File: src/rtl/ram_bus_arbiter.sv
// Registered arbiter for the data-RAM write port: grants one owner, forwards its write
// with one cycle of latency, and drops and counts writes from non-owners.
module ram_bus_arbiter #(
  parameter int unsigned NUM_CH   = 4,
  parameter int unsigned DATA_W   = 96,
  parameter int unsigned ADDR_W   = 16,
  parameter int unsigned RR_MODE  = 1,
  parameter int unsigned MAX_HOLD = 0,
  parameter int unsigned MST_CH   = 0,
  localparam int unsigned CH_W    = (NUM_CH > 1) ? $clog2(NUM_CH) : 1
) (
  input  logic                     Clock,
  input  logic                     Reset,
  input  logic                     MST_I,
  input  logic [NUM_CH-1:0]        iReq,
  input  logic [NUM_CH-1:0]        iWriteEnable,
  input  logic [NUM_CH*ADDR_W-1:0] iWriteAddress,
  input  logic [NUM_CH*DATA_W-1:0] iWriteData,
  output logic [NUM_CH-1:0]        oGrant,
  output logic [CH_W-1:0]          oBusOwner,
  output logic                     oWriteEnable,
  output logic [ADDR_W-1:0]        oWriteAddress,
  output logic [DATA_W-1:0]        oWriteData,
  output logic                     oCollision,
  output logic [15:0]              oCollisionCount
);

  localparam int unsigned HOLD_W   = (MAX_HOLD > 1) ? $clog2(MAX_HOLD) : 1;
  localparam int unsigned HOLD_LIM = (MAX_HOLD > 0) ? MAX_HOLD - 1 : 0;
  localparam bit          HOLD_EN  = (RR_MODE != 0) && (MAX_HOLD > 0);

  typedef enum logic [1:0] {IDLE, OWNED, MASTER} stateT;

  stateT             stateQ, stateD;
  logic [CH_W-1:0]   ptrQ, ptrD;
  logic [HOLD_W-1:0] holdQ, holdD;
  logic [CH_W-1:0]   ownerD, busOwnerD, winner, searchStart;
  logic [NUM_CH-1:0] grantD, arbReq, otherReq;
  logic              doGrant;

  // First requesting channel at or after 'start', wrapping modulo NUM_CH
  function automatic logic [CH_W-1:0] pickWinner(input logic [NUM_CH-1:0] req,
                                                 input logic [CH_W-1:0]   start);
    logic [CH_W-1:0] win;
    logic            found;
    int unsigned     idx;
    win   = '0;
    found = 1'b0;
    for (int unsigned i = 0; i < NUM_CH; i++) begin
      idx = (32'(start) + i) % NUM_CH;
      if (!found && req[CH_W'(idx)]) begin
        win   = CH_W'(idx);
        found = 1'b1;
      end
    end
    return win;
  endfunction

  assign searchStart = (RR_MODE != 0) ? ptrQ : '0;
  assign otherReq    = iReq & ~oGrant;

  always_ff @(posedge Clock or posedge Reset) begin
    if (Reset) begin
      stateQ    <= IDLE;
      ptrQ      <= '0;
      holdQ     <= '0;
      oGrant    <= '0;
      oBusOwner <= '0;
    end else begin
      stateQ    <= stateD;
      ptrQ      <= ptrD;
      holdQ     <= holdD;
      oGrant    <= grantD;
      oBusOwner <= busOwnerD;
    end
  end

  // Next state: MST_I first, then release, then the hold limit
  always_comb begin
    stateD    = stateQ;
    ownerD    = oBusOwner;
    ptrD      = ptrQ;
    holdD     = holdQ;
    doGrant   = 1'b0;
    arbReq    = iReq;
    grantD    = '0;
    busOwnerD = '0;
    case (stateQ)
      IDLE: begin
        if (MST_I)      stateD  = MASTER;
        else if (|iReq) doGrant = 1'b1;
      end
      OWNED: begin
        if (MST_I) begin
          stateD = MASTER;
        end else if (!iReq[oBusOwner]) begin
          if (|otherReq) begin
            doGrant = 1'b1;
            arbReq  = otherReq;
          end else begin
            stateD = IDLE;
          end
        end else if (HOLD_EN && (holdQ == HOLD_W'(HOLD_LIM)) && (|otherReq)) begin
          doGrant = 1'b1;
          arbReq  = otherReq;
        end else if (holdQ != HOLD_W'(HOLD_LIM)) begin
          holdD = holdQ + 1'b1;
        end
      end
      MASTER: begin
        if (!MST_I) stateD = IDLE;
      end
      default: stateD = IDLE;
    endcase

    winner = pickWinner(arbReq, searchStart);
    if (doGrant) begin
      stateD = OWNED;
      ownerD = winner;
      ptrD   = (winner == CH_W'(NUM_CH - 1)) ? '0 : winner + 1'b1;
      holdD  = '0;
    end

    case (stateD)
      OWNED: begin
        grantD[ownerD] = 1'b1;
        busOwnerD      = ownerD;
      end
      MASTER: begin
        grantD[MST_CH] = 1'b1;
        busOwnerD      = CH_W'(MST_CH);
      end
      default: ;
    endcase
  end

  logic [ADDR_W-1:0] addrArr [NUM_CH];
  logic [DATA_W-1:0] dataArr [NUM_CH];
  logic              ownerWrite, intruderWrite;

  always_comb begin
    for (int unsigned k = 0; k < NUM_CH; k++) begin
      addrArr[k] = iWriteAddress[k*ADDR_W +: ADDR_W];
      dataArr[k] = iWriteData[k*DATA_W +: DATA_W];
    end
  end

  // The grant seen during this cycle decides who may write at the next edge
  assign ownerWrite    = |(iWriteEnable & oGrant);
  assign intruderWrite = |(iWriteEnable & ~oGrant);

  always_ff @(posedge Clock or posedge Reset) begin
    if (Reset) begin
      oWriteEnable    <= 1'b0;
      oWriteAddress   <= '0;
      oWriteData      <= '0;
      oCollision      <= 1'b0;
      oCollisionCount <= '0;
    end else begin
      oWriteEnable <= ownerWrite;
      if (ownerWrite) begin
        oWriteAddress <= addrArr[oBusOwner];
        oWriteData    <= dataArr[oBusOwner];
      end
      oCollision <= intruderWrite;
      if (intruderWrite && (oCollisionCount != 16'hFFFF))
        oCollisionCount <= oCollisionCount + 16'd1;
    end
  end

endmodule

File: config.mk
export PLATFORM = sky130hd
export DESIGN_NAME = ram_bus_arbiter
export DESIGN_NICKNAME = d
export VERILOG_FILES = /design/src/rtl/ram_bus_arbiter.sv
export SDC_FILE = /design/constraint.sdc
export NUM_CORES = 1
export LEC_CHECK = 0
export ABC_AREA = 1
export CAP_MARGIN = 20
export CORE_AREA = 2 2 232 234
export DETAILED_ROUTE_END_ITERATION = 10
export DIE_AREA = 0 0 234 236
export GPL_TIMING_DRIVEN = 0
export HOLD_SLACK_MARGIN = 0.08
export PLACE_DENSITY = 0.47
export SLEW_MARGIN = 15
export SYNTH_ARGS = -nofsm -noshare
export SYNTH_HDL_FRONTEND = slang
export SYNTH_SLANG_ARGS = --single-unit
export TNS_END_PERCENT = 1
File: constraint.sdc
create_clock -name Clock -period 6.6 [get_ports Clock]
set_clock_uncertainty 0.15 [all_clocks]
set_input_delay 1.32 -clock Clock [delete_from_list [all_inputs] [get_ports Clock]]
set_output_delay 1.32 -clock Clock [all_outputs]
set_load 0.01 [all_outputs]
==> flow_summary.ini, run 1 <==
[detailed_routing]
drt_first_pass_iters = 5
vias_per_cell = 4.42
drtAntennaViolNets = 0
drtIter0Drc = 519
wl_per_cell_um = 21.6
vias = 10600
drc = 0
wl_um = 52100

[finish]
final_cell_count_no_fill = 2410
final_common_cell = clkdlybuf4s50_1
layout-drive-gt1-share_pct = 10.3
multiInputGateArea_um2 = 4790
layout_common_cells = clkdlybuf4s50_1 (594), nor2_1 (243), o21ai_0 (224)
syn2layout_area_growth_pct = 85.6
fill_cells = 5674
ff_latch_area_um2 = 3500
final_nets = 2161

[clock_tree]
clk_path_buf_depth = 2
htree_levels = 4
clock-root-buffer = clkbuf_16
post_cts_buffers = 0
cts.repair.resized = 0
cts_sinks = 140
cts_buffers = 17
cts_tree = yes
clk_pin_slew_ns = 0.06
postCtsHoldBufs = 0
clk_latency_ns = 0.47

[power]
powerDensity_nw_per_um2 = 299
p_leak_nw = 6.31
total_power_mw = 4.86
ir_drop_v = 0.000194

[worst_setup_path]
cp_common_cell = clkbuf_1
crit_path_max_fanout = 10
path_buf_inv = 4
worst-endpoint-arrival_ns = 4.49
startpoint_type = input port
cpMaxStageDelayCell = o2111ai_1
crit_chain = clkdlybuf4s50_1 > inv_1 > o2111ai_1 > clkbuf_1 > clkbuf_1 > mux2_2
cp-startpoint = iWriteEnable[2]
critical_path.top_delay_family = buffers and inverters
cp-end-kind = flop
max_stage_delay_ns = 0.75
reg2reg_slack_ns = 3.18
rr_startpoint = oGrant[2]
required_ns = 6.80
crit_type = in2reg

[logic_synthesis]
synth_area_leaders = dfrtp_1 (40%), mux2_2 (15%), o21ai_0 (13%)
seq_area_frac_synth_pct = 40.1
synthFlopType = dfrtp_1
synth_top_family_by_area = compound AO/OA/AOI/OAI gates
yosysUniqueCellTypes = 32
yosysTopAreaCell = dfrtp_1
synth-xor-area-share_pct = 1.30
synthMuxAreaShare_pct = 14.6
syn_nets = 1547
yosysWarnings = 0
synth_top_area_share_pct = 40.1
synthSimpleGateAreaFrac_pct = 16.9
synth_compound_area_share_pct = 21.6
synthAdderAreaFrac_pct = 0.429
syn-cell-area_um2 = 8740
ys_ff_latch = 140
synth-async-reset-ratio_pct = 100
avgSynthCellArea_um2 = 8.06
synthCells = 1085
synth-edff-count = 0

[timing]
hold_slack_ns = 0.354
relSlewSlack_pct = 24.0
worst_pin_slew_ns = 1.14
slew_violations = 0
period_minus_slack_ns = 4.28
grt_setup_unrepaired = false
min_period_over_period_pct = 64.9
setup_viol = 0
fmaxAchievable_mhz = 234
hold_violations = 0

[floorplan]
num_rows = 85
die_area_um2 = 55200
core-area_um2 = 53100
die_h_um = 236
boundaryPins = 595
initial_core_util_pct = 16.5
die_x_um = 234

[global_route]
grt_overflow = 0
grt_pass1_wl_um = 73600
grt_pass1_vias = 11200
antenna_found_initial = 4
grt.total_usage_pct = 18.5
grt_start_max_net_pins = 74

[flow_run]
max_cap_violations = 0

[place]
gp_congestion = 0.908
hpwl_um = 41600
placed_cells = 2376
io_buffers = 594

[hold_path]
hp-start = oWriteData[48]
worstHoldPathType = reg2reg

[run_status]
status = completed
-- stage by stage --
step	cell area, um^2	util (%)	worst slack [ns]	TNS, ns
after floorplan	8740	-	1.38	0
after global placement	15600	29.3	-1.41	-194.71
after detailed placement	15600	29.4	1.55	0
after CTS	16200	30.6	2.10	0
after global routing	16200	30.6	2.06	0
final	16200	30.6	2.32	0
-- worst paths after layout --
| path | to | cells after the start |
|---|---|---|
| max | oWriteData[83] | 6 |
| min | oWriteData[48] | 1 |
| max reg2reg | oWriteData[83] | 5 |
| min reg2reg | oWriteData[48] | 1 |
| max in group asynchronous | oWriteData[55] | 3 |
| min in group asynchronous | oWriteData[21] | 2 |
-- registers in the layout, indices dropped and copies added (netlist names), named ones only --
signal	cells
stateQ	2
oWriteData	96
oWriteEnable	1
oCollisionCount	16
oGrant	4
ptrQ	1
oBusOwner	2
oCollision	1
oWriteAddress	16
-- power by group --
| group | leakage, nW | switching, mW | internal, mW |
|---|---|---|---|
| clock network | 0.300 | 0.417 | 0.650 |
| registers | 1.69 | 0.228 | 1.24 |
| logic | 4.32 | 1.01 | 1.31 |
| total | 6.31 | 1.65 | 3.20 |
-- logic make-up after synthesis --
logic type,count (synthesis)
multiplexers,113
AO/OA/AOI/OAI,346
XOR/XNOR,13
buffers and inverters,116
AND/OR/NAND/NOR,354
adder cells (fa/ha/maj),3
flip-flops,140
-- cell usage after synthesis, types with 2 or more instances --
cell       instances
dfrtp_1          140
nor3_1             3
xnor2_1            9
nand4_1            3
o21ai_0          224
nand3_1           26
inv_1             25
o2111ai_1          2
o22ai_1          112
nor2_4             3
o21ai_2            2
inv_2              5
clkbuf_1          79
nand2_2           13
a21oi_1            4
xor2_1             4
buf_1              4
mux2_2           113
ha_1               3
nand3_2            3
nand2_1           55
nor2_1           243
-- cell type report --
type,count,area share [%]
repair buffers,595,36.8
multi-input cells,829,29.5
flip-flops and latches,140,21.6
well taps,696,5.37
clock buffers,21,2.84
plain buffers,86,2.08
clock inverters,10,1.00
inverters,30,0.740
diodes,3,0.0463
-- routing by layer --
metal	vias to the layer above	global-route usage, %	wire, um
met5	-	0	13
met1	5103	21.9	21600
met3	49	4.97	3670
li1	5042	-	-
met2	447	32.1	25700
met4	2	5.79	1180
Note: power is estimated with default switching activity, not from simulation.
==> inputs of run 2 (changes only) <==
- CORE_AREA: 2 2 232 234 -> 2 2 229 231
- DIE_AREA: 0 0 234 236 -> 0 0 231 233
- PLACE_DENSITY: 0.47 -> 0.49
- clock period: 6.6 -> 3.8 ns (I/O delays scaled with it)
==> run 2 against run 1 <==
Count of clock-buffer cells in the layout shrank 4; largest cell class unchanged; critical path type unchanged; critical endpoint is now oWriteData[82]; highest routed layer unchanged; via count rose by 1.5%; largest power group unchanged; die area fell by 2.5%; non-clock buffer count increased by 4.
==> flow_summary.ini, run 2 (synthesis gave the netlist of run 1 again) <==
[run_status]
status = completed

[detailed_routing]
wl_um = 51500
vias_per_cell = 4.51
wl_per_cell_um = 21.5
vias = 10800
drt_first_pass_iters = 5
drc = 0
drtAntennaViolNets = 0
drtIter0Drc = 645

[worst_setup_path]
crit_type = in2reg
cp-end-kind = flop
worst-endpoint-arrival_ns = 3.67
max_stage_delay_ns = 0.70
r2r_end = oWriteData[82]
startpoint_type = input port
crit_path_max_fanout = 10
cpMaxStageDelayCell = clkbuf_1
path_buf_inv = 4
cp_common_cell = clkbuf_1
reg2reg_slack_ns = 0.39
r2r_cells = 7
cp-startpoint = iWriteEnable[2]
crit_chain = clkdlybuf4s50_1 > inv_1 > o2111ai_1 > clkbuf_1 > clkbuf_1 > mux2_2
rr_startpoint = oBusOwner[0]
required_ns = 4.00
critical_path.top_delay_family = buffers and inverters

[global_route]
antenna_found_initial = 6
grt.total_usage_pct = 18.9
met1_usage_pct = 22.1
grt_pass1_wl_um = 73300
use_met3_pct = 5.22
grt_overflow = 0
use_met2_pct = 31.1
grt_start_max_net_pins = 33
busiest_layer = met2
grt_pass1_vias = 11400

[timing]
fmaxAchievable_mhz = 289
setup_viol = 0
timing.final.ws_setup_ns = 0.334
hold_slack_ns = 0.348
grt_setup_unrepaired = false
relSlewSlack_pct = 43.7
min_period_over_period_pct = 91.2
period_minus_slack_ns = 3.47
slew_violations = 0
worst_pin_slew_ns = 0.845
hold_violations = 0

[place]
placed_cells = 2364
hpwl_um = 41100
io_buffers = 594
gp_congestion = 0.955
post-place-ws_ns = -0.360
place_area_um2 = 15600

[power]
powerDensity_nw_per_um2 = 517
ir_drop_v = 0.000362
p_leak_nw = 6.34

[clock_tree]
cts_sinks = 140
cts_buffers = 17
clk_path_buf_depth = 2
clk_pin_slew_ns = 0.06
post_cts_buffers = 0
cts.repair.resized = 0
htree_levels = 4
postCtsHoldBufs = 0
clk_latency_ns = 0.47
cts_tree = yes
clock-root-buffer = clkbuf_16

[flow_run]
max_cap_violations = 0

[floorplan]
num_rows = 83
die_area_um2 = 53800
boundaryPins = 595
die_x_um = 231
initial_core_util_pct = 17.1
die_h_um = 233
core-area_um2 = 51100

[hold_path]
holdPathEnd = oCollisionCount[15]
hold_depth = 1
hp-start = oCollisionCount[15]
worstHoldPathType = reg2reg

[finish]
layout_common_cells = clkdlybuf4s50_1 (594), nor2_1 (243), o21ai_0 (224)
final_common_cell = clkdlybuf4s50_1
regMostFlops = oWriteData
final_cell_count_no_fill = 2397
largestRegisters = oWriteData x96, oCollisionCount x16, oWriteAddress x16
finalInstanceArea_um2 = 16300
final_nets = 2165
final_util_pct = 31.8
layout-drive-gt1-share_pct = 10.8
syn2layout_area_growth_pct = 86.0
largest_reg_flops = 96
run 2: cell count changes in the layout (fill, tap and decap cells not counted), sizes merged:
| cell | delta |
|---|---|
| clkbuf | -4 |
| buf | +4 |
| clkinv | +5 |
| diode | -2 |
| clkinvlp | +1 |
| inv | -1 |
run 2: metrics by stage:
stage               TNS (ns)  total power [mW]
finish                     0              8.42
global route               0              8.91
CTS                        0              8.56
detailed placement    -13.61              6.64
global placement      -93.30              6.59
floorplan                  0              4.14
run 2: worst max path at each step:
stage / cells past startpoint / end
after global placement: 2 / oWriteData[64]
after CTS: 7 / oWriteData[82]
final: 6 / oWriteData[82]
after global routing: 7 / oWriteData[82]
after floorplan: 1 / asynchronous set/reset pin
after detailed placement: 6 / oWriteData[85]
run 2: layout make-up:
cell class / count / area, um^2
Fill cell: 5454 / 34800
Timing Repair Buffer: 599 / 6040
Multi-Input combinational cell: 829 / 4790
Sequential cell: 140 / 3500
Tap cell: 680 / 851
Clock buffer: 17 / 425
Buffer: 86 / 339
Clock inverter: 15 / 195
Inverter: 30 / 116
Antenna cell: 1 / 2.50
run 2: worst register-to-register path, delay by kind of cell, from the launching register on:
kind | cells | cell delay (ns)
AOI/OAI and AO/OA | 1 | 0.31
buffers and inverters | 4 | 2.18
DFF | 1 | 0.38
muxes | 1 | 0.22
and+or+nand+nor | 1 | 0.11
run 2: layer usage:
| layer | up-vias | part of all wire, % |
|---|---|---|
| met5 | - | 0.016 |
| met4 | 2 | 4.9 |
| met3 | 90 | 7.7 |
| met2 | 533 | 48 |
| met1 | 5130 | 40 |
| li1 | 5052 | - |
run 2: report_power, final:
group | leakage (nW) | switching [mW] | total [mW] | internal [mW]
Combinational | 4.35 | 1.74 | 4.02 | 2.28
Sequential | 1.69 | 0.393 | 2.55 | 2.16
Clock | 0.303 | 0.746 | 1.84 | 1.09
Total | 6.34 | 2.88 | 8.42 | 5.53
==> inputs of run 3 (changes only) <==
- TNS_END_PERCENT: 1 -> 30
==> results of run 3 <==
The final DEF is identical to that of run 2; final timing and power are the same.
